<file path="src/rtl/shreg_pkg.sv">
// Shared definitions for the universal shift register: operation codes and FSM state encoding.
package shreg_pkg;

  localparam logic [2:0] MODE_HOLD  = 3'b000;
  localparam logic [2:0] MODE_LOAD  = 3'b001;
  localparam logic [2:0] MODE_SHL   = 3'b010;
  localparam logic [2:0] MODE_SHR   = 3'b011;
  localparam logic [2:0] MODE_SAR   = 3'b100;
  localparam logic [2:0] MODE_ROL   = 3'b101;
  localparam logic [2:0] MODE_ROR   = 3'b110;
  localparam logic [2:0] MODE_HOLD2 = 3'b111;

  typedef enum logic {
    StIdle = 1'b0,
    StRun  = 1'b1
  } state_e;

  // True for the codes that run through the multi-step RUN state.
  function automatic logic is_step_mode(input logic [2:0] mode);
    return (mode == MODE_SHL) || (mode == MODE_SHR) || (mode == MODE_SAR) ||
           (mode == MODE_ROL) || (mode == MODE_ROR);
  endfunction

endpackage

</file>
<file path="src/rtl/shreg_step.sv">
// Purely combinational single-step shifter: computes the next register value and the bit
// that leaves (or wraps) for one shift/rotate step.
module shreg_step
  import shreg_pkg::*;
#(
  parameter int unsigned WIDTH = 6
) (
  input  logic [2:0]       mode_i,
  input  logic [WIDTH-1:0] o_i,
  input  logic             ser_in_l_i,
  input  logic             ser_in_r_i,
  output logic [WIDTH-1:0] next_q_o,
  output logic             out_bit_o
);

  always_comb begin
    next_q_o  = o_i;
    out_bit_o = 1'b0;
    case (mode_i)
      MODE_SHL: begin
        next_q_o  = {o_i[WIDTH-2:0], ser_in_l_i};
        out_bit_o = o_i[WIDTH-1];
      end
      MODE_SHR: begin
        next_q_o  = {ser_in_r_i, o_i[WIDTH-1:1]};
        out_bit_o = o_i[0];
      end
      MODE_SAR: begin
        next_q_o  = {o_i[WIDTH-1], o_i[WIDTH-1:1]};
        out_bit_o = o_i[0];
      end
      MODE_ROL: begin
        next_q_o  = {o_i[WIDTH-2:0], o_i[WIDTH-1]};
        out_bit_o = o_i[WIDTH-1];
      end
      MODE_ROR: begin
        next_q_o  = {o_i[0], o_i[WIDTH-1:1]};
        out_bit_o = o_i[0];
      end
      default: begin
        next_q_o  = o_i;
        out_bit_o = 1'b0;
      end
    endcase
  end

endmodule

</file>
<file path="src/rtl/shift_register_universal.sv">
// Universal shift register: parallel load plus multi-step shift/rotate, one step per clock,
// with a start/busy/done handshake and serial pins for cascading.
module shift_register_universal
  import shreg_pkg::*;
#(
  parameter int unsigned WIDTH = 6,
  parameter int unsigned CNT_W = $clog2(WIDTH + 1)
) (
  input  logic             clk,
  input  logic             reset_n,
  input  logic             start,
  input  logic [2:0]       mode,
  input  logic [CNT_W-1:0] shamt,
  input  logic [WIDTH-1:0] load_data,
  input  logic             ser_in_l,
  input  logic             ser_in_r,
  output logic [WIDTH-1:0] q,
  output logic             ser_out,
  output logic             busy,
  output logic             done
);

  state_e             state_q, state_d;
  logic [CNT_W-1:0]   cnt_q, cnt_d;
  logic [2:0]         mode_q, mode_d;
  logic [WIDTH-1:0]   q_q, q_d;
  logic               ser_out_q, ser_out_d;
  logic               done_q, done_d;

  logic [WIDTH-1:0]   step_q;
  logic               step_bit;

  shreg_step #(
    .WIDTH(WIDTH)
  ) u_step (
    .mode_i    (mode_q),
    .o_i       (q_q),
    .ser_in_l_i(ser_in_l),
    .ser_in_r_i(ser_in_r),
    .next_q_o  (step_q),
    .out_bit_o (step_bit)
  );

  always_comb begin
    state_d   = state_q;
    cnt_d     = cnt_q;
    mode_d    = mode_q;
    q_d       = q_q;
    ser_out_d = ser_out_q;
    done_d    = 1'b0;
    case (state_q)
      StIdle: begin
        if (start) begin
          if (mode == MODE_LOAD) begin
            q_d    = load_data;
            done_d = 1'b1;
          end else if (is_step_mode(mode) && (shamt != '0)) begin
            mode_d  = mode;
            cnt_d   = shamt;
            state_d = StRun;
          end else begin
            // HOLD, 111, or a shift/rotate by zero: acknowledge without touching q.
            done_d = 1'b1;
          end
        end
      end
      StRun: begin
        q_d       = step_q;
        ser_out_d = step_bit;
        cnt_d     = cnt_q - CNT_W'(1);
        if (cnt_q == CNT_W'(1)) begin
          state_d = StIdle;
          done_d  = 1'b1;
        end
      end
      default: begin
        state_d = StIdle;
      end
    endcase
  end

  always_ff @(posedge clk or negedge reset_n) begin
    if (!reset_n) begin
      state_q   <= StIdle;
      cnt_q     <= '0;
      mode_q    <= MODE_HOLD;
      q_q       <= '0;
      ser_out_q <= 1'b0;
      done_q    <= 1'b0;
    end else begin
      state_q   <= state_d;
      cnt_q     <= cnt_d;
      mode_q    <= mode_d;
      q_q       <= q_d;
      ser_out_q <= ser_out_d;
      done_q    <= done_d;
    end
  end

  assign q       = q_q;
  assign ser_out = ser_out_q;
  assign busy    = (state_q == StRun);
  assign done    = done_q;

endmodule

</file>
<file path="config.mk">
export PLATFORM = sky130hd
export DESIGN_NAME = shift_register_universal
export DESIGN_NICKNAME = d
export VERILOG_FILES = /design/src/rtl/shreg_pkg.sv /design/src/rtl/shreg_step.sv /design/src/rtl/shift_register_universal.sv
export SDC_FILE = /design/constraint.sdc
export NUM_CORES = 1
export LEC_CHECK = 0
export CAP_MARGIN = 25
export CORE_MARGIN = 5
export CORE_UTILIZATION = 40
export CTS_BUF_LIST = sky130_fd_sc_hd__clkbuf_8
export DETAILED_ROUTE_END_ITERATION = 10
export PLACE_DENSITY = 0.65
export SKIP_CTS_REPAIR_TIMING = 1
export SLEW_MARGIN = 15
export SYNTH_ARGS = -nofsm -noshare
export SYNTH_HDL_FRONTEND = slang
export SYNTH_SLANG_ARGS = --single-unit
export TNS_END_PERCENT = 100
</file>
<file path="constraint.sdc">
create_clock -name clk -period 4.6 [get_ports clk]
set_clock_uncertainty 0.15 [all_clocks]
set_input_delay 0.92 -clock clk [delete_from_list [all_inputs] [get_ports clk]]
set_output_delay 0.92 -clock clk [all_outputs]
set_load 0.1 [all_outputs]
</file>
# --- Word-level counts from Yosys, hierarchy flattened ---
# Cells that the tools add are included.
totals:
  ff_bits: 15
  word_cells: 60
op_classes:
  n_reduce_logical: 12
  mux: 19
  add_sub_neg: 1
  bitwise: 2
  n_eq_ne: 19
ops:
  columns: ["operator", "count"]
  rows:
  - ["$pmux W6 S5", 1]
  - ["$eq A3 B3 Y1 const B", 6]
  - ["$eq A3 B2 Y1 const B", 4]
  - ["$mux W6", 2]
  - ["$pmux W6 S2", 1]
  - ["$ne A2 B2 Y1 const B", 5]
  - ["$mux W3", 3]
  - ["$mux W1", 8]
  - ["$reduce_and A4 Y1", 2]
  - ["$eq A3 B1 Y1 const B", 2]
  - ["$ne A6 B1 Y1 const B", 1]
  - ["$pmux W1 S2", 3]
  - ["$pmux W3 S2", 1]
  - ["$reduce_and A3 Y1", 2]
  - ["$ne A5 B1 Y1 const B", 1]
  - ["$logic_or A1 B1 Y1", 4]
  - ["$reduce_bool A3 Y1", 1]
  - ["$reduce_or A3 Y1", 1]
  - ["$sub A3 B1 Y3 const B", 1]
  - ["$not A1 Y1", 2]
  - ["$reduce_or A2 Y1", 1]
  - ["$logic_and A1 B1 Y1", 1]

# --- Longest topological paths before layout ---
logic_depth:
  word_depth: 10
  mapped_depth: 6
  depth_no_buf: 5

# --- Modules after synthesis ---
# Synthesis repeated with hierarchy kept, for this count alone.
unflattened:
  cells_unflattened: 118
  hier_area_um2: 1177.4
by_module_without_submodules:
  columns: ["mod", "n_inst", "area_per_inst_um2", "cells_per_inst", "seq_area_each_um2"]
  rows:
  - ["shift_register_universal", 1, 804.5, 60, 375.4]
  - ["shreg_step", 1, 372.9, 58, 0.0]

# --- Worst setup path before layout ---
# Ideal clock, no wire load.
synth_path:
  kind: "input to register"
  from: "input port mode[2]"
  to: "register mode_q[0]"
  path_stages: 4
  required_time_ns: 4.325
  setup_time_ns: 0.125
  arrival_time_ns: 1.851
  setup_slack_ns: 2.474
  path_cell_list: "and3_1 nand4b_1 nor2_2 mux2_2"
synth_between:
  elab_chain_len: 7
  elab_cells_between_ends: 13
  classes_between: "eq/ne: 6; bitwise: 1; reduce/logical: 6"
synth_rtl:
  columns: ["item", "line_no", "source"]
  rows:
  - ["start: declaration", "shift_register_universal.sv:12", "input logic [2:0] mode,"]
  - ["$eq A3 B2 Y1", "shreg_pkg.sv:20", "return (mode == MODE_SHL) || (mode == MODE_SHR) || (mode == MODE_SAR) ||"]
  - ["$logic_or A1 B1 Y1 (3 in a row)", "shreg_pkg.sv:20", null]
  - ["$logic_or A1 B1 Y1", "shreg_pkg.sv:21", "(mode == MODE_ROL) || (mode == MODE_ROR);"]
  - ["$logic_and A1 B1 Y1", "shift_register_universal.sv:57", "end else if (is_step_mode(mode) && (shamt != '0)) begin"]
  - ["$reduce_and A4 Y1 (no source line) (*)", null, null]
  - ["end signal: assignment", "shift_register_universal.sv:93", "mode_q <= mode_d;"]
  - ["end: declaration", "shift_register_universal.sv:25", "logic [2:0] mode_q, mode_d;"]
# Every way passes the cells marked *; elsewhere a longest branch is shown, timed or not.
# A chain may end at the register's enable or synchronous reset.

# --- Worst setup path after layout ---
layout_path:
  from: "register state_q, in the netlist busy"
  to: "output port busy"
layout_rtl:
  columns: ["item", "line_no", "source"]
  rows:
  - ["start: declaration", "shift_register_universal.sv:23", "state_e state_q, state_d;"]
  - ["start signal: assignment", "shift_register_universal.sv:84", "state_q <= StIdle;"]
  - ["start signal: assignment", "shift_register_universal.sv:91", "state_q <= state_d;"]
  - ["end: declaration", "shift_register_universal.sv:19", "output logic busy,"]
# No word-level cell between the ends.

==> flow_metrics.env <==
export IMPL_worst_path_max_delay_cell="clkdlybuf4s50_1"
export IMPL_insertedDiodeCount=0
export IMPL_min_path_type="reg -> reg"
export IMPL_cts_root_buffer="clkbuf_8"
export IMPL_antenna_found_initial=0
export IMPL_synth_area_sq_um=1074
export IMPL_synthFlopType="dfrtp_1"
export IMPL_synth_nets=140
export IMPL_synth_edff_count=0
export IMPL_grt_start_max_net_pins=28
export IMPL_min_from="cnt_q[0]$_DFFE_PN0P_"
export IMPL_yosysTopAreaCell="dfrtp_1"
export IMPL_start_util_pct=42.56
export IMPL_crit_fanout=27
export IMPL_critPathTopFamily="buffers and inverters"
export IMPL_grt_pass1_vias=883
export IMPL_area_growth_pct=26.22
export IMPL_rsz0062_at_grt="no"
export IMPL_cp_required_ns=3.53
export IMPL_drv_slew=0
export IMPL_fin_crit_sh_pct=74.93
export IMPL_place_gp_congestion=0.7948
export IMPL_worstSetupStartpointType="register"
export IMPL_dp_hpwl_um=1783
export IMPL_die_h_um=61.81
export IMPL_nets=162
export IMPL_grt_pass1_wl_um=4077
export IMPL_run_status="completed"
export IMPL_drtIter0Drc=33
export IMPL_clkTransAtPathRegs_ns=0.07
export IMPL_synth_common_cells="nor2_1 (16), dfrtp_1 (15), nand2_1 (15), mux2_2 (8), o21ai_0 (6)"
export IMPL_dieArea_sq_um=3820
export IMPL_synthArstFlopShare_pct=100.0
export IMPL_ctsLongestPathBuffers=2
export IMPL_ios=26
export IMPL_max_stage_delay_ns=1.27
export IMPL_hold_violations=0
export IMPL_port_buffers=25
export IMPL_drc=0
export IMPL_vias=928
export IMPL_cts_max_level=1
export IMPL_core_sq_um=2522
export IMPL_cts_buffers_inserted=3
export IMPL_critPathArrivalTime_ns=2.38
export IMPL_synth_cells=121
export IMPL_setup_slack_ns=1.153
export IMPL_dpl_worst_slack_ns=1.414
export IMPL_gr_total_overflow=0
export IMPL_yosysSeqAreaShare_pct=34.97
export IMPL_vias_per_cell=5.395
export IMPL_ff_latch_area_sq_um=375.4
export IMPL_fin_util_pct=53.72
export IMPL_startpoint="busy$_DFF_PN0_"
export IMPL_rr_startpoint="busy$_DFF_PN0_"
export IMPL_crit_type="reg -> out"
export IMPL_fin_hold_ws_ns=0.3510
export IMPL_multiInputGateArea_sq_um=626.9
export IMPL_yosysUniqueCellTypes=40
export IMPL_cts_sinks=15
export IMPL_crit_chain="clkdlybuf4s50_1"
export IMPL_ys_ff_latch=15
export IMPL_endpoint_kind="primary output"
export IMPL_setup_viol=0
export IMPL_max_cap_violations=0
export IMPL_yosysWarningCount=0
export IMPL_fp_dieW_um=61.81
export IMPL_grt_use_total_pct=14.52
export IMPL_crit_buf_inv=1
export IMPL_nFillCells=246
export IMPL_synth_area_leaders="dfrtp_1 (35%), mux2_2 (8.4%), nor2_1 (5.6%), nand2_1 (5.2%), o31ai_2 (4.7%)"
export IMPL_yosysTopAreaCellShare_pct=34.97
export IMPL_syn_avg_cell_area_sq_um=8.872
export IMPL_routed_wl_um=2475
export IMPL_setup_tns_ns=0
export IMPL_tightest_slew_ns=0.9767
export IMPL_cts_tree="built"
export IMPL_rows=18
export IMPL_synth_most_common_cell="nor2_1"
export IMPL_dr_pass1_iters=4
export IMPL_min_period_ns=3.447
export IMPL_ant_nets=0
export IMPL_timing_fmax_mhz=290.1
export IMPL_avgRoutedWirePerCell_um=14.39
export IMPL_clock_latency_ns=0.25
export IMPL_drive_above_1_share_pct=14.08
export IMPL_maxSlewHeadroom_pct=34.68
[layout by cell type (no fill, tap or decap), drive strengths merged, types with 3 or more instances in the layout]
master and count:
nor2 18, clkdlybuf4s50 25, a21oi 4, dfrtp 15
clkbuf 3, o311a 4, nand2b 3, o21ai 7
mux2 8, o31ai 5, nand2 15, inv 5
[worst reg2reg max path: stages (launching register included)]
cell	delay, ns
dfrtp_1	0.86
o21ai_0	0.19
o22a_1	0.36
o31ai_1	0.29
[layer usage]
metal,part of all wire (%),track usage [%]
met1,49,19.92
met2,46,22.57
met3,4.1,3.512
met4,0.65,4.545
met5,0,0
[path summary, 6_finish.rpt]
kind                                    endpoint  slack (ns)  cells past startpoint
max                                         busy        1.15                      1
min                         cnt_q[0]$_DFFE_PN0P_        0.35                      1
max reg2reg                     q[0]$_DFFE_PN0P_        2.66                      3
min reg2reg                 cnt_q[0]$_DFFE_PN0P_        0.35                      1
max in group asynchronous  mode_q[2]$_DFFE_PN0P_        2.93                      1
min in group asynchronous   cnt_q[0]$_DFFE_PN0P_        0.94                      1
[logic make-up (layout without fill, tap and decap cells)]
family,Yosys count,count (layout),share of synthesized area (%)
XOR/XNOR,2,2,1.632
multiplexers,10,10,10.26
AND/OR/NAND/NOR,50,50,23.08
AO/OA/AOI/OAI,29,29,21.10
adder cells (fa/ha/maj),2,2,2.331
buffers and inverters,13,34,6.644
flip-flops,15,15,34.97
[final cells by class]
class / count / area share, %
clock inverter: 1 / 0.3693
tap: 30 / 2.770
timing repair buffer: 25 / 18.47
inverter: 5 / 1.385
clock buffer: 3 / 3.047
multi-input combinational: 93 / 46.26
sequential: 15 / 27.70
[sequential cells by signal, indices dropped and copies added, names as in the netlist]
name / count
busy: 1
cnt_q: 3
done: 1
mode_q: 3
q: 6
ser_out: 1
[through the flow]
stage	cells	cell area, sq um
4_1_cts	172	1355
6_report	172	1355
2_1_floorplan	121	1074
3_3_place_gp	168	1309
3_5_place_dp	168	1309
5_1_grt	172	1355
Power is not shown: default switching activity piles up to over one toggle a cycle in this logic, so the estimate is an artifact.
